**src/rtl/fetch_pkg.sv**
```systemverilog
// Shared fetch types and memory-map constants used by the fetch stage and the memory system.
package fetch_pkg;

  localparam int          INSTR_BYTES      = 4;
  localparam logic [31:0] DEFAULT_RESET_PC = 32'h0040_0000;
  localparam logic [31:0] RAM_BASE         = 32'h1000_0000;

  typedef struct packed {
    logic [31:0] pc;
    logic [31:0] instr;
  } fetch_entry_t;

endpackage

```
**src/rtl/fetch_fifo.sv**
```systemverilog
// Synchronous FIFO of fetch entries; write visible at head one cycle after push, flush beats push/pop.
// Caller must not push when full unless popping in the same cycle; head is raw storage when empty.
module fetch_fifo
  import fetch_pkg::*;
#(
  parameter int DEPTH = 4
) (
  input  logic                     clk,
  input  logic                     reset,
  input  logic                     push_i,
  input  logic                     pop_i,
  input  logic                     flush_i,
  input  fetch_entry_t             wdata_i,
  output fetch_entry_t             head_o,
  output logic [$clog2(DEPTH):0]   count_o,
  output logic                     full_o,
  output logic                     empty_o
);

  localparam int PW = $clog2(DEPTH);
  localparam int CW = PW + 1;

  fetch_entry_t    mem_q [DEPTH];
  logic [PW-1:0]   wr_ptr_q, rd_ptr_q;
  logic [CW-1:0]   count_q;

  always_ff @(posedge clk) begin
    if (reset || flush_i) begin
      wr_ptr_q <= '0;
      rd_ptr_q <= '0;
      count_q  <= '0;
    end else begin
      if (push_i) wr_ptr_q <= wr_ptr_q + 1'b1;
      if (pop_i)  rd_ptr_q <= rd_ptr_q + 1'b1;
      count_q <= count_q + CW'(push_i) - CW'(pop_i);
    end
  end

  // Storage needs no reset: count gates everything read from it.
  always_ff @(posedge clk) begin
    if (push_i && !flush_i && !reset) mem_q[wr_ptr_q] <= wdata_i;
  end

  assign head_o  = mem_q[rd_ptr_q];
  assign count_o = count_q;
  assign full_o  = (count_q == CW'(DEPTH));
  assign empty_o = (count_q == '0);

endmodule

```
**src/rtl/instruction_fetch_unit.sv**
```systemverilog
// Fetch stage: PC drives memory each cycle, {pc, instr} buffered for decode (1-cycle address-to-valid, stalls when full).
// Redirect flushes and reloads the PC; FETCH_ALIGN_CHECK_EN adds a sticky misaligned-redirect fault.
module instruction_fetch_unit
  import fetch_pkg::*;
#(
  parameter int                    DATA_WIDTH = 32,
  parameter logic [DATA_WIDTH-1:0] RESET_PC   = DEFAULT_RESET_PC,
  parameter int                    FIFO_DEPTH = 4
) (
  input  logic                  clk,
  input  logic                  reset,
  output logic [DATA_WIDTH-1:0] fetch_addr_o,
  input  logic [DATA_WIDTH-1:0] fetch_data_i,
  output logic [DATA_WIDTH-1:0] instr_o,
  output logic [DATA_WIDTH-1:0] instr_pc_o,
  output logic                  instr_valid_o,
  input  logic                  instr_ready_i,
  input  logic                  redirect_i,
  input  logic [DATA_WIDTH-1:0] redirect_pc_i,
  output logic                  fault_o
);

  localparam int CW = $clog2(FIFO_DEPTH) + 1;

  logic [DATA_WIDTH-1:0] pc_q, pc_d;
  logic [DATA_WIDTH-1:0] redirect_target;
  logic                  push, pop, full, empty;
  logic [CW-1:0]         count;
  fetch_entry_t          wr_entry, head;

  assign pop  = instr_valid_o && instr_ready_i;
  assign push = !redirect_i && !fault_o && (!full || pop);

  assign wr_entry.pc    = pc_q;
  assign wr_entry.instr = fetch_data_i;

  fetch_fifo #(
    .DEPTH   (FIFO_DEPTH)
  ) u_fifo (
    .clk     (clk),
    .reset   (reset),
    .push_i  (push),
    .pop_i   (pop),
    .flush_i (redirect_i),
    .wdata_i (wr_entry),
    .head_o  (head),
    .count_o (count),
    .full_o  (full),
    .empty_o (empty)
  );

`ifdef FETCH_ALIGN_CHECK_EN
  logic fault_q, fault_d;
  logic misaligned;

  assign misaligned      = (redirect_pc_i[1:0] != 2'b00);
  // A faulting redirect keeps the raw target so it is visible on fetch_addr_o.
  assign redirect_target = misaligned ? redirect_pc_i : (redirect_pc_i & ~DATA_WIDTH'(3));

  always_comb begin
    fault_d = fault_q;
    if (redirect_i) fault_d = misaligned;
  end

  always_ff @(posedge clk) begin
    if (reset) fault_q <= 1'b0;
    else       fault_q <= fault_d;
  end

  assign fault_o = fault_q;
`else
  assign redirect_target = redirect_pc_i & ~DATA_WIDTH'(3);
  assign fault_o         = 1'b0;
`endif

  always_comb begin
    pc_d = pc_q;
    if (redirect_i)  pc_d = redirect_target;
    else if (push)   pc_d = pc_q + DATA_WIDTH'(INSTR_BYTES);
  end

  always_ff @(posedge clk) begin
    if (reset) pc_q <= RESET_PC;
    else       pc_q <= pc_d;
  end

  assign fetch_addr_o  = pc_q;
  assign instr_valid_o = (count != '0) && !redirect_i;
  assign instr_o       = empty ? '0 : head.instr;
  assign instr_pc_o    = empty ? '0 : head.pc;

endmodule

```
**config.mk**
```make
export PLATFORM = sky130hd
export DESIGN_NAME = instruction_fetch_unit
export DESIGN_NICKNAME = d
export VERILOG_FILES = /design/src/rtl/fetch_pkg.sv /design/src/rtl/fetch_fifo.sv /design/src/rtl/instruction_fetch_unit.sv
export SDC_FILE = /design/constraint.sdc
export NUM_CORES = 1
export LEC_CHECK = 0
export ABC_AREA = 1
export CAP_MARGIN = 5
export CORE_ASPECT_RATIO = 1.4
export CORE_MARGIN = 1.5
export CORE_UTILIZATION = 40
export DETAILED_ROUTE_END_ITERATION = 7
export SLEW_MARGIN = 20
export SYNTH_ARGS = -nofsm -noshare
export SYNTH_HDL_FRONTEND = slang
export SYNTH_SLANG_ARGS = --single-unit
export TNS_END_PERCENT = 10
```
**constraint.sdc**
```tcl
create_clock -name clk -period 5.5 [get_ports clk]
set_clock_uncertainty 0.1 [all_clocks]
set_input_delay 1.1 -clock clk [delete_from_list [all_inputs] [get_ports clk]]
set_output_delay 1.1 -clock clk [all_outputs]
set_load 0.02 [all_outputs]
```
### Word level (Yosys, flattened, before mapping)

Memory sizes are Yosys's and may differ from the RTL's. A register that Yosys moved wholly into a read port is not among the register bits.
Index checks and enable logic that the tools add are counted.

* bits in registers: 39
* RAM bits: 256
* input port bits: 68
* output and inout bits: 98
* logic and storage cells: 34
* memories kept: 1

Memory list
* u_fifo.mem_q: depth 4, width 64, rd ports 1, clocked after memory_dff 1, write ports 1, RTL line fetch_fifo.sv:23 `fetch_entry_t mem_q [DEPTH];`

* $add $sub $neg: 5
* equality and inequality tests: 1
* multiplexer cells: 8
* reductions and logical operators: 14

Operators by type and width (count)
* $mux W32: 4
* $add A32 B3 Y32 const B: 1
* $logic_and A1 B1 Y1: 5
* $add A2 B1 Y2 const B: 2
* $mux W2: 2
* $add A3 B1 Y3: 1
* $eq A3 B3 Y1 const B: 1
* $logic_not A1 Y1: 3
* $logic_not A3 Y1: 1
* $reduce_bool A3 Y1: 1
* $sub A3 B1 Y3: 1
* $logic_or A1 B1 Y1: 2
* $mux W1: 2
* $reduce_bool A2 Y1: 1
* $reduce_or A2 Y1: 1

### Longest topological paths before layout

Gate-level depths: netlist of the first run.

* depth after elaboration: 9
* gate-level depth with buffers: 11
* gate-level depth less buffers: 11

### Modules after synthesis

Synthesis of the first run repeated with hierarchy kept, for this count alone.

* cells, all modules: 1329
* area total of the unflattened synthesis: 13284.0 sq um

Modules (own cells, without submodules)
* fetch_fifo: times used 1, cells an instance 804, area an instance 10440.0 sq um, sequential area each 7867.5 sq um
* instruction_fetch_unit: times used 1, cells an instance 525, area an instance 2844.0 sq um, sequential area each 600.6 sq um

### Worst setup path before layout of the first run

OpenSTA, ideal clock, no wires.

* path kind: input-to-reg
* start: input instr_ready_i
* end: memory u_fifo.mem_q[0][0] (netlist bit), enable pin
* setup time: 0.482 ns
* data arrival time: 4.186 ns
* data required time: 4.918 ns
* path slack: 0.731 ns
* stages on the path: 4
* buffers on the path: 0
* cells stage by stage: inv_1 -> a31oi_4 -> nand2_1 -> nor2_1

* word-level cells in the longest chain between the ends: 7

Ends and longest elaborated chain
* from (decl): RTL line instruction_fetch_unit.sv:17 `input logic instr_ready_i,`
* $logic_and A1 B1 Y1: RTL line instruction_fetch_unit.sv:31 `assign pop = instr_valid_o && instr_ready_i;`
* $logic_or A1 B1 Y1: RTL line instruction_fetch_unit.sv:32 `assign push = !redirect_i && !fault_o && (!full || pop);`
* $logic_and A1 B1 Y1: RTL line instruction_fetch_unit.sv:32
* $logic_and A1 B1 Y1 (2 in series): RTL line fetch_fifo.sv:41 `if (push_i && !flush_i && !reset) mem_q[wr_ptr_q] <= wdata_i;`
* $mux W1: RTL line fetch_fifo.sv:41
* $mux W1 (not written as such): RTL line fetch_fifo.sv:41
* to (decl): RTL line fetch_fifo.sv:23

No other way between the ends.

==> results of run 1 <==
==> final timing paths <==
path / cells after the start / slack [ns] / endpoint
max: 5 / 1.38 / instr_pc_o[29]
min: 2 / 0.37 / flop
max reg2reg: 11 / 2.61 / u_fifo.count_o[2]$_SDFF_PP0_
min reg2reg: 2 / 0.37 / flop
==> where the power goes <==
part | internal (W) | switching (W) | leakage (nW) | total [W]
registers | 0.00242 | 0.0000549 | 2.57 | 0.00248
logic | 0.000197 | 0.000265 | 2.09 | 0.000461
clock network | 0.000964 | 0.000806 | 0.405 | 0.00177
==> metal layers <==
layer | vias to the layer above | wire [um] | part of all wire | GRT usage
li1 | 4195 | - | - | -
met1 | 4118 | 12720 | 0.41 | 0.2460
met2 | 231 | 16160 | 0.52 | 0.3580
met3 | 30 | 1512 | 0.049 | 0.02739
met4 | 0 | 595 | 0.019 | 0.05882
met5 | - | 0 | 0 | 0
==> flip-flops by register name (all words and copies together), names as in the netlist, named ones only <==
signal and count:
fetch_addr_o 30, u_fifo.count_o 3, u_fifo.mem_q 248, u_fifo.rd_ptr_q 2, u_fifo.wr_ptr_q 2
==> synth_stat cells <==
library cell,count,area share
a21oi_1,84,0.035
a22oi_1,15,0.0093
a31oi_1,6,0.0031
a31oi_4,1,0.0018
buf_1,1,0.00031
buf_2,20,0.0082
buf_4,7,0.0043
clkbuf_1,34,0.011
conb_1,1,0.00031
dfxtp_1,39,0.064
edfxtp_1,248,0.61
fa_1,1,0.0016
ha_1,7,0.0072
inv_1,38,0.012
inv_2,6,0.0019
nand2_1,124,0.038
nand2_2,6,0.0031
nand3_1,25,0.010
nand3_2,2,0.0016
nand3_4,1,0.0014
nand4_1,5,0.0026
nand4_4,1,0.0018
nor2_1,288,0.089
nor2_2,5,0.0026
nor2_4,6,0.0056
nor3_1,2,0.00082
nor3_2,1,0.00082
nor3_4,1,0.0013
o21ai_0,131,0.054
o21ai_1,4,0.0016
o21bai_1,3,0.0019
o221ai_1,2,0.0014
or2_2,3,0.0015
xnor2_1,5,0.0036
xor2_1,7,0.0050
==> logic make-up (layout without fill, tap and decap cells) <==
family	count (synthesis)	count (layout)	share of synthesized area
adders and majority gates	8	8	0.008853
other	1	5	0.0003085
xor gates and xnor gates	12	12	0.008647
and+or+nand+nor	470	470	0.1607
AOI/OAI and AO/OA	246	246	0.1076
buffers and inverters	106	270	0.03696
DFF	287	287	0.6770
==> metrics by stage <==
step                      hold slack [ns]  instances  worst slack [ns]
after floorplan                    0.3415       1134            0.7314
after global placement             0.3517       1631             1.651
after detailed placement           0.3572       1631             1.627
after CTS                          0.3667       1683             1.284
after global routing               0.4171       1683             1.205
final                              0.3657       1683             1.376
==> worst max-delay path, delay by kind of cell (launching register included) <==
kind	cells	cell delay [ns]
AO/OA/AOI/OAI	2	0.55
buffers and inverters	3	1.30
flip-flops	1	0.46
==> layout make-up <==
| class | count | share of cell area |
|---|---|---|
| clock buffers | 32 | 0.04894 |
| clock inverters | 20 | 0.007727 |
| inverters | 44 | 0.01105 |
| multi-input cells | 741 | 0.2339 |
| flip-flops and latches | 287 | 0.5467 |
| well taps | 385 | 0.03199 |
| repair buffers | 174 | 0.1197 |
==> impl_metrics.tcl, run 1 <==
set metrics [dict create \
    outcome "finished clean" \
    cts_sinks 287 \
    layout.nets 1352 \
    path_cells "clkinv_2 -> buf_4 -> o21ai_0 -> a21oi_1 -> clkdlybuf4s50_1" \
    num_rows 75 \
    slew_headroom 0.3970 \
    insertion_delay_ns 0.56 \
    final.min_clock_period_ns 4.124 \
    ys_seq_area_frac 0.6770 \
    grt_pass1_vias 8406 \
    mostFrequentLayoutCells "nor2_1 (284), edfxtp_1 (248), clkdlybuf4s50_1 (158)" \
    drt_iter0_drc 574 \
    vdd.ir_drop.worst_mv 0.2671 \
    viasPerCell 5.094 \
    numCtsBuffers 28 \
    io_pins 166 \
    cellPowerDensity_nw_per_um2 312.6 \
    clkTransAtPathRegs_ns 0.06 \
    drc_errors 0 \
    drive_above_1_share 0.07396 \
    wirelength_um 30980 \
    cp.arrival_ns 2.92 \
    fin_area_um2 15060 \
    yosys_warnings 0 \
    synth_cell_type_count 35 \
    hold_violations 0 \
    coreArea_um2 29940 \
    tightest_slew_ns 0.9045 \
    total_power_w 0.004708 \
    register_area_um2 8233 \
    grt_pass1_wl_um 47470 \
    grt_setup_unrepaired "no" \
    grt_max_degree 98 \
    required_ns 4.30 \
    cp-start-kind "flop" \
    critical_path.slowest_cell "clkdlybuf4s50_1" \
    cts_root_buf "clkbuf_16" \
    setup_violations 0 \
    dieArea_um2 31450 \
    grt.total_usage 0.1991 \
    antenna_found_initial 0 \
    hold_start "u_fifo.rd_ptr_q[1]$_SDFFE_PP0P_" \
    fillers 2709 \
    cpPeakStageDelay_ns 0.67 \
    syn_avg_cell_area_um2 10.76 \
    antenna_left 0 \
    netlist_area_um2 12150 \
    ys_seq_elements 287 \
    multiInputGateArea_um2 3522 \
    cts_buffer_depth 3 \
    n_antenna_cell 0 \
    leakage_nw 5.067 \
    numPortBuffers 158 \
    dr.pass1.iters 5 \
    die_h_um 209.3 \
    gp_congestion 0.8752 \
    slew_violations 0 \
    crit_path_max_fanout 70 \
    die_w_um 150.3 \
    finalSetupTns_ns 0 \
    period_share 0.7499 \
    wl_per_cell_um 18.41 \
    fin_util 0.5030 \
    r2r-start "u_fifo.count_o[1]$_SDFF_PP0_" \
    htree_num_levels 1 \
    cts_tree "yes" \
    area_growth_pct 23.89 \
    start_util 0.4060 \
    postCtsHoldBufs 0 \
    final_common_cell "nor2_1" \
    cts_setup_buffers 0 \
    critPathKind "flop to output port" \
    hold_path_class "flop to flop" \
    synthCells 1130 \
    ctsResizeCount 0 \
    place_hpwl_um 17910 \
    end_kind "output port" \
    vias 8574 \
    place_area_um2 14200 \
    timing.fmax_ghz 0.2425 \
    grt_overflow 0 \
    drv_cap 0 \
]
No activity file was read; power rests on OpenSTA's default activity.
==> inputs of run 2 (changes only) <==
Clock period 5.5 ns to 3.96 ns, I/O delays scaled along.
==> run 2 against run 1 <==
  * Count of clock-buffer cells in the layout is the same
  * Critical path depth up 1
  * Cell count is 0.42% higher
  * Global-route usage is 0.62 points lower
  * Non-clock buffer count rose by 9
  * First-iteration DRC count is 18% lower
  * Critical endpoint is now instr_o[31]
  * Sequential share of layout area is 0.62 points lower
  * Routed wire length decreased by 1.7%
  * Clock power increased by 58%
==> impl_metrics.tcl, run 2 (synthesized netlist as in run 1, its figures left out) <==
set metrics [dict create \
    critPathKind "flop to output port" \
    area_growth_pct 25.30 \
    antenna_found_initial 0 \
    setup_violations 0 \
    gp_congestion 0.9002 \
    finalSetupTns_ns 0 \
    largest_reg_flops 248 \
    io_pins 166 \
    die_w_um 150.3 \
    clkTransAtPathRegs_ns 0.06 \
    final.min_clock_period_ns 3.716 \
    viasPerCell 5.086 \
    cts_root_buf "clkbuf_16" \
    grt_max_degree 95 \
    whs_ns 0.3791 \
    grt.total_usage 0.1929 \
    vias 8596 \
    slew_headroom 0.2774 \
    mostFrequentLayoutCells "nor2_1 (284), edfxtp_1 (248), clkdlybuf4s50_1 (158)" \
    ctsResizeCount 0 \
    dieArea_um2 31450 \
    drc_errors 0 \
    antenna_left 0 \
    numCtsBuffers 27 \
    cts_buffer_depth 3 \
    cellPowerDensity_nw_per_um2 452.1 \
    cts_setup_buffers 0 \
    drt_iter0_drc 468 \
    cts_tree "yes" \
    grt_pass1_wl_um 46280 \
    cts_sinks 287 \
    insertion_delay_ns 0.54 \
    die_h_um 209.3 \
    min_path_cells 2 \
    drive_above_1_share 0.07969 \
    crit_path_max_fanout 48 \
    grt_setup_unrepaired "no" \
    regMostFlops "u_fifo.mem_q" \
    num_rows 75 \
    wl_per_cell_um 18.02 \
    required_ns 3.07 \
    final_common_cell "nor2_1" \
    wirelength_um 30460 \
    place_hpwl_um 17680 \
    fin_util 0.5088 \
    reg2reg_depth 12 \
    postCtsHoldBufs 0 \
    htree_num_levels 1 \
    grt_overflow 0 \
    hold_violations 0 \
    grt_pass1_vias 8296 \
    cp-start-kind "flop" \
    end_kind "output port" \
    numPortBuffers 158 \
    hold_path_class "flop to flop" \
    vdd.ir_drop.worst_mv 0.2729 \
    dr.pass1.iters 4 \
    cp.arrival_ns 2.82 \
    layout.nets 1360 \
    coreArea_um2 29940 \
    leakage_nw 5.175 \
    outcome "finished clean" \
    tightest_slew_ns 1.082 \
    total_power_w 0.006885 \
    n_antenna_cell 0 \
    timing.fmax_ghz 0.2691 \
    drv_cap 0 \
    final_cells 1690 \
    start_util 0.4060 \
    period_share 0.9383 \
    post-place-cells 1639 \
    slew_violations 0 \
]
[run 2: per-stage QoR]
stage / instance area [um^2] / worst slack, ns
detailed placement: 14240 / 0.6396
global placement: 14240 / 0.6567
finish: 15230 / 0.2442
CTS: 15200 / 0.03523
floorplan: 12170 / -0.5006
global route: 15230 / 0.03748
[run 2: per-layer routing]
metal,track usage,up-vias,wire [um]
met4,0.06660,0,799
met5,0,-,0
met2,0.3474,239,15980
li1,-,4205,-
met1,0.2348,4107,12270
met3,0.02522,45,1413
[run 2: worst paths after layout]
path                                        start                            to  slack, ns
hold / removal    u_fifo.rd_ptr_q[1]$_SDFFE_PP0P_                          flop       0.38
setup / recovery                             flop                   instr_o[31]       0.24
setup reg to reg     u_fifo.count_o[2]$_SDFF_PP0_  u_fifo.count_o[2]$_SDFF_PP0_       1.23
hold reg to reg   u_fifo.rd_ptr_q[1]$_SDFFE_PP0P_                          flop       0.38
[run 2: power breakdown]
group / leakage (nW) / switching (W) / total, W / internal [W]
clock: 0.462 / 0.00109 / 0.00280 / 0.00171
combinational: 2.14 / 0.000375 / 0.000652 / 0.000277
sequential: 2.57 / 0.0000701 / 0.00343 / 0.00336
[run 2: cell type report]
type                    count  area (um^2)
clock buffers              32        694.4
clock inverters            18        267.8
fillers                  2657        14710
well taps                 385        481.7
repair buffers            183         1864
multi-input cells         741         3522
inverters                  44        166.4
flip-flops and latches    287         8233
[run 2: worst max-delay path: stages (launching register included)]
cell	delay (ns)
dfxtp_2	0.32
inv_2	0.77
buf_4	0.39
nor2_1	0.07
o21ai_0	0.07
a21oi_1	0.10
clkdlybuf4s50_1	0.56
==> inputs of run 3 (changes only) <==
Settings changed: PLACE_DENSITY_LB_ADDON set to 0.15.
==> run 3 against run 2 <==
  * Critical path depth stayed put
  * Via count shrank 0.92%
  * Worst hold slack got worse by 0.015 ns
  * Critical path type unchanged
  * Critical endpoint is now instr_o[12]
  * Largest cell class unchanged
  * Largest power group unchanged
  * Highest routed layer unchanged
==> impl_metrics.tcl, run 3 (synthesized netlist as in run 1, its figures left out) <==
set metrics [dict create \
    mostFrequentLayoutCells "nor2_1 (284), edfxtp_1 (248), clkdlybuf4s50_1 (158)" \
    wl_per_cell_um 17.93 \
    clkTransAtPathRegs_ns 0.06 \
    n_antenna_cell 0 \
    gp_congestion 0.8676 \
    end_kind "output port" \
    crit_path_max_fanout 36 \
    hold_path_class "flop to flop" \
    drt_iter0_drc 522 \
    dp_slack_ns 0.6730 \
    num_rows 75 \
    cts_sinks 287 \
    die_h_um 209.3 \
    wirelength_um 30330 \
    final_common_cell "nor2_1" \
    required_ns 3.07 \
    area_growth_pct 25.33 \
    viasPerCell 5.034 \
    grt.total_usage 0.1935 \
    grt_overflow 0 \
    slew_headroom 0.4292 \
    grt_setup_unrepaired "no" \
    drc_errors 0 \
    antenna_left 0 \
    setup_violations 0 \
    whs_ns 0.3640 \
    hold_violations 0 \
    cts_tree "yes" \
    layout.nets 1361 \
    timing.final.ws_setup_ns 0.2814 \
    grt_pass1_wl_um 46260 \
    period_share 0.9290 \
    cts_buffer_depth 3 \
    fin_util 0.5089 \
    regMostFlops "u_fifo.mem_q" \
    outcome "finished clean" \
    io_pins 166 \
    timing.fmax_ghz 0.2718 \
    cp-start-kind "flop" \
    numCtsBuffers 28 \
    vdd.ir_drop.worst_mv 0.2558 \
    die_w_um 150.3 \
    place_hpwl_um 17720 \
    drv_cap 0 \
    slew_violations 0 \
    total_power_w 0.006833 \
    cellPowerDensity_nw_per_um2 448.5 \
    gr-usage-met3 0.02696 \
    grt.busiest_layer "met2" \
    dieArea_um2 31450 \
    drive_above_1_share 0.08034 \
    numPortBuffers 158 \
    antenna_found_initial 0 \
    vias 8517 \
    final.min_clock_period_ns 3.679 \
    dr.pass1.iters 5 \
    htree_num_levels 1 \
    insertion_delay_ns 0.54 \
    postCtsHoldBufs 0 \
    start_util 0.4060 \
    cp.arrival_ns 2.79 \
    gr-usage-met1 0.2381 \
    met2_usage 0.3474 \
    critPathKind "flop to output port" \
    grt_pass1_vias 8433 \
    grt_max_degree 65 \
    coreArea_um2 29940 \
    tightest_slew_ns 0.8562 \
    cts_root_buf "clkbuf_16" \
    leakage_nw 5.170 \
    largest_reg_flops 248 \
]
==> run 3: what timing repair did <==
item | in CTS | in global routing
hold endpoints to repair | 0 | 0
setup buffers | 0 | 1
resized for setup | 0 | 0
endpoints found under the setup margin | 0 | 4
==> run 3: metal layers <==
metal  share of wire  wire length [um]  vias to the layer above
met3           0.050              1528                       30
met4           0.021               652                        0
met1            0.41             12340                     4052
li1                -                 -                     4204
met5               0                 0                        -
met2            0.52             15810                      231
==> run 3: per-stage QoR <==
step | instances | instance area [um^2] | TNS (ns)
after global routing | 1692 | 15230 | 0
final | 1692 | 15230 | 0
after CTS | 1691 | 15210 | 0
after floorplan | 1134 | 12170 | -124.16
after global placement | 1639 | 14250 | 0
after detailed placement | 1639 | 14250 | 0
==> run 3: path summary, 6_finish.rpt <==
check	to	from	slack (ns)	cells after the start
max	instr_o[12]	flop	0.28	6
min	flop	u_fifo.rd_ptr_q[1]$_SDFFE_PP0P_	0.36	2
max reg2reg	u_fifo.count_o[2]$_SDFF_PP0_	u_fifo.count_o[1]$_SDFF_PP0_	1.58	11
min reg2reg	flop	u_fifo.rd_ptr_q[1]$_SDFFE_PP0P_	0.36	2
==> run 3: final cells by class <==
class,count,area [um^2]
fill,2674,14700
sequential,287,8233
multi-input combinational,741,3522
timing repair buffer,183,1869
clock buffer,36,752.0
tap,385,481.7
clock inverter,16,209.0
inverter,44,166.4
==> run 3: power breakdown <==
part	internal, W	switching (W)	total, W
clock network	0.00166	0.00108	0.00275
logic	0.000278	0.000374	0.000652
registers	0.00336	0.0000689	0.00343
total	0.00531	0.00153	0.00683
==> run 3: worst max-delay path: stages, from the launching register on <==
cell             delay [ns]
dfxtp_2                0.32
inv_2                  0.58
buf_4                  0.49
nor2_1                 0.08
o21ai_0                0.08
a21oi_1                0.12
clkdlybuf4s50_1        0.56
